## config.mk

```make
export PLATFORM = sky130hd
export DESIGN_NAME = change_dispenser
export DESIGN_NICKNAME = d
export VERILOG_FILES = /design/src/rtl/vending_pkg.sv /design/src/rtl/change_req_buf.sv /design/src/rtl/change_dispenser.sv
export SDC_FILE = /design/constraint.sdc
export NUM_CORES = 1
export LEC_CHECK = 0
export CAP_MARGIN = 15
export CELL_PAD_IN_SITES_DETAIL_PLACEMENT = 1
export CELL_PAD_IN_SITES_GLOBAL_PLACEMENT = 2
export CORE_ASPECT_RATIO = 1.75
export CORE_MARGIN = 4
export CORE_UTILIZATION = 32
export CTS_CLUSTER_SIZE = 8
export DETAILED_ROUTE_END_ITERATION = 16
export PLACE_DENSITY_LB_ADDON = 0.15
export SYNTH_ARGS = -nofsm -noshare
export SYNTH_HDL_FRONTEND = slang
export SYNTH_SLANG_ARGS = --single-unit
```

## constraint.sdc

```tcl
create_clock -name clk_i -period 2.3 [get_ports clk_i]
set_input_delay 0.575 -clock clk_i [delete_from_list [all_inputs] [get_ports clk_i]]
set_output_delay 0.575 -clock clk_i [all_outputs]
set_load 0.005 [all_outputs]
```

## src/rtl/vending_pkg.sv

```systemverilog
// Shared types and constants for the coin-return path of the vending machine.
package vending_pkg;

    typedef enum logic [1:0] {
        IDLE,
        EJECT,
        GAP
    } state_e;

    localparam int NICKEL_UNITS = 1;
    localparam int DIME_UNITS   = 2;
    localparam int MAX_CHANGE   = 4;
    localparam int CHANGE_W     = 3;

    // A change amount the hopper can pay out (0..MAX_CHANGE nickel units).
    function automatic logic change_legal(input logic [CHANGE_W-1:0] amt);
        return amt <= CHANGE_W'(MAX_CHANGE);
    endfunction

    // Greedy payout: a dime whenever at least two units remain.
    function automatic logic pick_dime(input logic [CHANGE_W-1:0] amt);
        return amt >= CHANGE_W'(DIME_UNITS);
    endfunction

endpackage

```

## src/rtl/change_req_buf.sv

```systemverilog
// Single-entry holding register for a change request that arrives while a
// payout is in progress. A load in the same cycle as a take wins, so the
// buffer can hand off its entry and accept a new one at once.
module change_req_buf
    import vending_pkg::*;
(
    input  logic                clk_i,
    input  logic                rst_i,
    input  logic                load_i,
    input  logic                take_i,
    input  logic [CHANGE_W-1:0] data_i,
    output logic                full_o,
    output logic [CHANGE_W-1:0] data_o
);

    logic                full_q;
    logic [CHANGE_W-1:0] data_q;

    // Entry valid flag and payload; load has priority over take.
    always_ff @(posedge clk_i) begin
        if (rst_i) begin
            full_q <= 1'b0;
            data_q <= '0;
        end else if (load_i) begin
            full_q <= 1'b1;
            data_q <= data_i;
        end else if (take_i) begin
            full_q <= 1'b0;
        end
    end

    assign full_o = full_q;
    assign data_o = data_q;

endmodule

```

## src/rtl/change_dispenser.sv

```systemverilog
// Coin-return controller: pays a 0..4 nickel-unit change amount to the
// hopper as a serial dime/nickel stream under valid/ready, with GAP_CYCLES
// idle cycles after each accepted coin. One request can wait while busy.
module change_dispenser
    import vending_pkg::*;
#(
    parameter int GAP_CYCLES = 2
) (
    input  logic                clk_i,
    input  logic                rst_i,
    input  logic                soda_i,
    input  logic [CHANGE_W-1:0] change_i,
    input  logic                hopper_ready_i,
    output logic                nickle_o,
    output logic                dime_o,
    output logic                busy_o,
    output logic                done_o,
    output logic                err_o
);

    localparam int GW = (GAP_CYCLES > 0) ? $clog2(GAP_CYCLES + 1) : 1;

    state_e              state_q;
    logic [CHANGE_W-1:0] rem_q;
    logic [GW-1:0]       gap_q;
    logic                dime_q;
    logic                nickle_q;
    logic                done_q;
    logic                err_q;

    logic                pend_full;
    logic [CHANGE_W-1:0] pend_data;

    logic                idle;
    logic                legal;
    logic                req_ok;
    logic                pend_take;
    logic                pend_load;
    logic                drop;
    logic                start_vld;
    logic [CHANGE_W-1:0] start_amt;
    logic [CHANGE_W-1:0] rem_d;

    assign idle   = (state_q == IDLE);
    assign legal  = change_legal(change_i);
    assign req_ok = soda_i & legal;

    // In IDLE a waiting request always starts first; a fresh request in the
    // same cycle takes its slot. Outside IDLE a request only fits if empty.
    assign pend_take = idle & pend_full;
    assign pend_load = req_ok & (idle ? pend_full : ~pend_full);
    assign drop      = soda_i & (~legal | (~idle & pend_full));

    assign start_vld = idle & (pend_full | req_ok);
    assign start_amt = pend_full ? pend_data : change_i;

    // Remaining amount after the presented coin is taken.
    assign rem_d = rem_q - (dime_q ? CHANGE_W'(DIME_UNITS) : CHANGE_W'(NICKEL_UNITS));

    change_req_buf u_buf (
        .clk_i  (clk_i),
        .rst_i  (rst_i),
        .load_i (pend_load),
        .take_i (pend_take),
        .data_i (change_i),
        .full_o (pend_full),
        .data_o (pend_data)
    );

    // Payout FSM with registered coin/done/err outputs and the gap counter.
    always_ff @(posedge clk_i) begin
        if (rst_i) begin
            state_q  <= IDLE;
            rem_q    <= '0;
            gap_q    <= '0;
            dime_q   <= 1'b0;
            nickle_q <= 1'b0;
            done_q   <= 1'b0;
            err_q    <= 1'b0;
        end else begin
            done_q <= 1'b0;
            if (drop) err_q <= 1'b1;
            case (state_q)
                IDLE: begin
                    if (start_vld) begin
                        rem_q <= start_amt;
                        if (start_amt == '0) begin
                            done_q <= 1'b1;
                        end else begin
                            state_q  <= EJECT;
                            dime_q   <= pick_dime(start_amt);
                            nickle_q <= ~pick_dime(start_amt);
                        end
                    end
                end
                EJECT: begin
                    if (hopper_ready_i) begin
                        rem_q    <= rem_d;
                        dime_q   <= 1'b0;
                        nickle_q <= 1'b0;
                        if (rem_d == '0) begin
                            state_q <= IDLE;
                            done_q  <= 1'b1;
                        end else if (GAP_CYCLES == 0) begin
                            dime_q   <= pick_dime(rem_d);
                            nickle_q <= ~pick_dime(rem_d);
                        end else begin
                            state_q <= GAP;
                            gap_q   <= GW'(GAP_CYCLES);
                        end
                    end
                end
                GAP: begin
                    if (gap_q <= GW'(1)) begin
                        state_q  <= EJECT;
                        dime_q   <= pick_dime(rem_q);
                        nickle_q <= ~pick_dime(rem_q);
                    end else begin
                        gap_q <= gap_q - GW'(1);
                    end
                end
                default: state_q <= IDLE;
            endcase
        end
    end

    assign dime_o   = dime_q;
    assign nickle_o = nickle_q;
    assign done_o   = done_q;
    assign err_o    = err_q;
    assign busy_o   = ~idle | pend_full;

endmodule
```

After elaboration in Yosys (flattened, before gate mapping). Index checks and enable logic that the tools add are counted.

Word-level logic and storage cells: 80. Input port bits: 7. Bits in registers: 15.

Muxes and demuxes: 32. Add/sub/neg operators: 2. Eq/ne operators: 8. Magnitude comparators: 4. Bitwise logic cells: 14. Reduce and logical (&&, ||, !) cells: 11.

Operator list (number): two-way mux 2 bit (9); two-way mux 1 bit (14); inequality test 2 bit (second input constant) (5); two-way mux 3 bit (3); AND reduction 4 bit (2); bitwise AND 1 bit (6); greater-or-equal comparator 3 x 2 -> 1 bit (second input constant) (2); logical NOT 3 bit (2); case mux 1 bit (3 select lines) (2); case mux 2 bit (3 select lines) (1); case mux 3 bit (2 select lines) (1); nonzero test 2 bit (3); NOT 1 bit (5); AND reduction 5 bit (1); case mux 2 bit (2 select lines) (1); <= comparator 3 bit (second input constant) (1); OR 1 bit (3); AND reduction 3 bit (1); nonzero test 3 bit (1); subtractor 3 x 2 -> 3 bit (1); == test 2 x 1 -> 1 bit (second input constant) (1); == test 2 bit (second input constant) (1); <= comparator 2 x 1 -> 1 bit (second input constant) (1); logical NOT 2 bit (1); other kinds (3) (3).

Logic depth before layout (Yosys ltp).
Depth after elaboration: 6. Gate-level depth with buffers: 8. Mapped depth without buffers: 8.

Modules after synthesis. From an unflattened synthesis, not the netlist that was laid out.

Cell total of the unflattened synthesis: 116. Area total of the unflattened synthesis: 994.7 um^2.

By module, submodules not included: change_dispenser (cells an instance 103, times used 1, area each 858.3 um^2, sequential area each 220.2 um^2); change_req_buf (cells an instance 13, times used 1, area each 136.4 um^2, sequential area each 80.1 um^2).

Least setup slack after synthesis. Ideal clock, no wire load.

Kind: reg-to-reg. Start point: reg dime_q (netlist: dime_o). End point: reg gap_q[0]. Required time: 2.172 ns. Setup slack: 0.404 ns. Arrival: 1.768 ns. Library setup time: 0.128 ns. Stages on the path, launching flop included: 9. Path buffers: 0. Cell sequence: dfxtp_1 inv_1 ha_1 fa_1 xor2_1 o21ai_0 a21oi_1 mux2i_1 nor2_1.

Longest elaborated chain between the ends: 5.

Ends and longest elaborated chain: start: declaration (RTL line change_dispenser.sv:26) `logic dime_q;`; start signal: assignment (RTL line change_dispenser.sv:91) `dime_q <= pick_dime(start_amt);`; start signal: assignment (RTL line change_dispenser.sv:105) `dime_q <= pick_dime(rem_d);`; start signal: assignment (RTL line change_dispenser.sv:116) `dime_q <= pick_dime(rem_q);`; two-way mux 2 bit (RTL line change_dispenser.sv:58) `assign rem_d = rem_q - (dime_q ? CHANGE_W'(DIME_UNITS) : CHANGE_W'(NICKEL_UNITS));`; subtractor 3 x 2 -> 3 bit (RTL line change_dispenser.sv:58); logical NOT 3 bit (RTL line change_dispenser.sv:101) `if (rem_d == '0) begin`; inequality test 2 bit (no source line); AND reduction 4 bit (no source line); end signal: assignment (RTL line change_dispenser.sv:109) `gap_q <= GW'(GAP_CYCLES);`; end signal: assignment (RTL line change_dispenser.sv:119) `gap_q <= gap_q - GW'(1);`; end: declaration (RTL line change_dispenser.sv:25) `logic [GW-1:0] gap_q;`.

No other way between the ends. A chain may end at the register's enable or synchronous reset.

Final worst setup path.
Start point: reg state_q[0]. End point: out busy_o.

Longest elaborated chain between the ends: 3.

Ends and longest elaborated chain: start: declaration (RTL line change_dispenser.sv:23) `state_e state_q;`; start signal: assignment (RTL line change_dispenser.sv:73) `state_q <= IDLE;`; start signal: assignment (RTL line change_dispenser.sv:90) `state_q <= EJECT;`; start signal: assignment (RTL line change_dispenser.sv:102) `state_q <= IDLE;`; logical NOT 2 bit (RTL line change_dispenser.sv:44) `assign idle = (state_q == IDLE);`; NOT 1 bit (RTL line change_dispenser.sv:131) `assign busy_o = ~idle | pend_full;`; OR 1 bit (RTL line change_dispenser.sv:131); end: declaration (RTL line change_dispenser.sv:16) `output logic busy_o,`.

No other way between the ends.

==> flow_summary.ini <==
[yosys]
ys_warn_count = 0
synth_edf_count = 0
synth.avg_cell_area_um2 = 8.39
ys_ff_latch = 15
synth_top_area_share_pct = 30.3
synth_cells = 118
synth_top_area_cell = dfxtp_1
async_flop_share_pct = 0
synthTopCellsByCount = nor2_1, dfxtp_1, a21oi_1, inv_1, ha_1
synthTopCellsByArea = dfxtp_1, ha_1, mux2i_1
yosys.cell_types.count = 34
yosys.cell_count.top_type = nor2_1
ys_seq_area_share_pct = 30.3
syn_nets = 135
syn_area_um2 = 990
ys.flop_type = dfxtp_1

[placement]
dp_slack_ns = 0.0221
numPlacedInstances = 175
gp_congestion = 0.774
dp_hpwl_mm = 2.09
portBuffers = 11

[clock_network]
clock_path_buffers = 2
cts.htree.levels = 1
post_cts_buffers = 0
root_buffer = clkbuf_8
clk_latency_ns = 0.25
cts.sinks = 15
path_clk_slew_ns = 0.06
cts-buffers-inserted = 3
cts_tree = built

[floorplan]
dieArea_mm2 = 0.00408
die_y_um = 81.6
core_mm2 = 0.00296
die_x_um = 50.0
ios = 12
row_count = 26
initial_core_util_pct = 33.4

[worst_hold_path]
hold_end = err_o$_SDFFE_PP0P_
min_path_cells = 2
min_from = err_o$_SDFFE_PP0P_
hold_path_class = reg -> reg

[sta]
rsz0062_at_grt = no
fin_setup_tns_ns = 0
setup_slack_ns = 0.127
setup_violations = 0
hold_viol_final = 0
timing.fmax_ghz = 0.460
relSlewSlack_pct = 70.2
fin_worst_skew_ns = 0.00446
worstMarginPinSlew_ns = 0.447
fin_crit_sh_pct = 94.5
slew_violations = 0
finalCriticalPeriod_ns = 2.17

[detailed_routing]
wl_mm = 2.55
drc_errors = 0
wl_per_cell_um = 14.2
via_per_inst = 5.00
vias = 895
drt.antenna.violating_nets = 0
dr.pass1.iters = 4
drt-initial-drc-count = 7

[cells_and_area]
layout-drive-gt1-share_pct = 14.6
seq_area_um2 = 303
antenna_cells = 0
nets = 155
fill_cells = 361
multi_input_area_um2 = 622
final_cell_count_no_fill = 179
syn_to_final_growth_pct = 25.8

[worst_setup_path]
reg2regPathDepth = 8
crit_buf_inv = 3
reg2reg_slack_ns = 0.30
worst_r2r_startpoint = dime_o$_SDFFE_PP0P_
cp_data_required_time_ns = 1.73
slowest_delay_ns = 0.49
rr_endpoint = gap_q[0]$_SDFFE_PP0P_
cp-end-kind = output port
startpoint_type = register
crit_chain = inv_1 > ha_1 > ha_1 > inv_1 > clkdlybuf4s50_1
cp_data_arrival_time_ns = 1.60
cp_top_family = buffers and inverters
cp_max_fo = 3
critPathSlowestCell = clkdlybuf4s50_1
worstSetupPathType = reg -> out

[global_routing]
grt_antenna_before_repair = 0
grt_usage_pct = 14.4
grt_max_degree = 13
grt.overflow.total = 0
grt_pass1_vias = 973
grt_pass1_wl_mm = 4.37

[pwr]
p_leak_uw = 0.000507
powerDensity_mw_per_mm2 = 1190
ir_worst_vdd_mv = 0.519

[outcome]
outcome = finished, final reports clean

[job]
max_cap_viol_count = 0
## worst max path at each step
stage / start / slack [ns] / end / depth (start not counted)
5_1_grt: state_q[0]$_SDFFE_PP0P_ / 0.02 / busy_o / 5
3_5_place_dp: change_i[1] / 0.02 / state_q[1]$_SDFFE_PP0P_ / 7
6_report: state_q[0]$_SDFFE_PP0P_ / 0.13 / busy_o / 5
4_1_cts: state_q[0]$_SDFFE_PP0P_ / 0.07 / busy_o / 5
2_1_floorplan: dime_o$_SDFFE_PP0P_ / 0.40 / gap_q[0]$_SDFFE_PP0P_ / 8
3_3_place_gp: change_i[2] / 0.05 / state_q[1]$_SDFFE_PP0P_ / 6
## routing by layer
layer	vias to the layer above	global-route usage [%]	part of all wire, %
li1	447	-	-
met4	0	6.65	1.9
met1	432	13.8	39
met2	11	28.4	57
met3	5	2.72	2.5
met5	-	0	0
## cells by family (layout without fill, tap and decap cells)
family / Yosys count / after routing / synth area share (%)
xor+xnor: 1 / 1 / 0.885
simple gates: 37 / 37 / 18.5
compound gates: 30 / 30 / 22.0
buf+inv: 17 / 36 / 6.83
fa+ha+maj: 10 / 10 / 13.4
flops: 15 / 15 / 30.3
mux: 8 / 8 / 8.09
## sequential cells by signal, summed over array words and instances (netlist names)
signal / flops
rem_q: 3
u_buf.data_o: 3
dime_o: 1
done_o: 1
u_buf.full_o: 1
err_o: 1
nickle_o: 1
state_q: 2
gap_q: 2
## placed cells by master, fill, tap and decap left out
cell,count
a211oi_2,1
a311oi_1,1
a211o_1,2
mux2i_1,8
or4_1,1
o21ai_1,1
nand3b_1,2
and2_1,1
clkbuf_1,1
nand2b_1,2
nor3_1,2
nand3_1,1
inv_2,1
nor2_1,16
dfxtp_1,13
o41ai_2,1
and3_1,2
a211oi_1,3
buf_4,9
nand2_1,5
dfxtp_2,2
clkbuf_8,3
clkdlybuf4s50_1,11
inv_1,11
fa_1,1
o21ai_4,1
xor2_1,1
a21oi_1,11
nor3_2,1
o32a_1,1
o41ai_1,2
a21boi_0,1
ha_1,9
a31o_2,1
nor2b_1,4
o21ai_0,4
## power breakdown
group | internal, uW | total [uW] | leakage, uW | switching (uW)
Sequential | 340 | 404 | 0.000124 | 64.0
Combinational | 397 | 857 | 0.000360 | 460
Clock | 123 | 219 | 0.0000228 | 96.3
## worst min-delay path, stage by stage, from the launching register on
cell,delay [ns]
dfxtp_1,0.33
a21oi_1,0.04
nor2_1,0.07
## timing repair
action	4_1_cts	5_1_grt
hold buffers	0	0
setup endpoints to repair	0	1
gates resized for setup	0	2
## stage by stage
stage	hold slack [ns]	power [uW]	area, um^2	utilization, %
floorplan	0.460	984	990	-
global placement	0.451	1250	1200	40.4
detailed placement	0.464	1280	1200	40.4
CTS	0.479	1510	1240	42.0
global route	0.529	1620	1240	42.1
finish	0.469	1480	1240	42.1
## cell type report
class	instances	share of cell area, %
multi-input cells	86	49.9
flip-flops and latches	15	24.3
repair buffers	20	14.3
well taps	42	4.22
clock buffers	4	3.62
inverters	12	3.62
No activity file was read; power rests on OpenSTA's default activity.
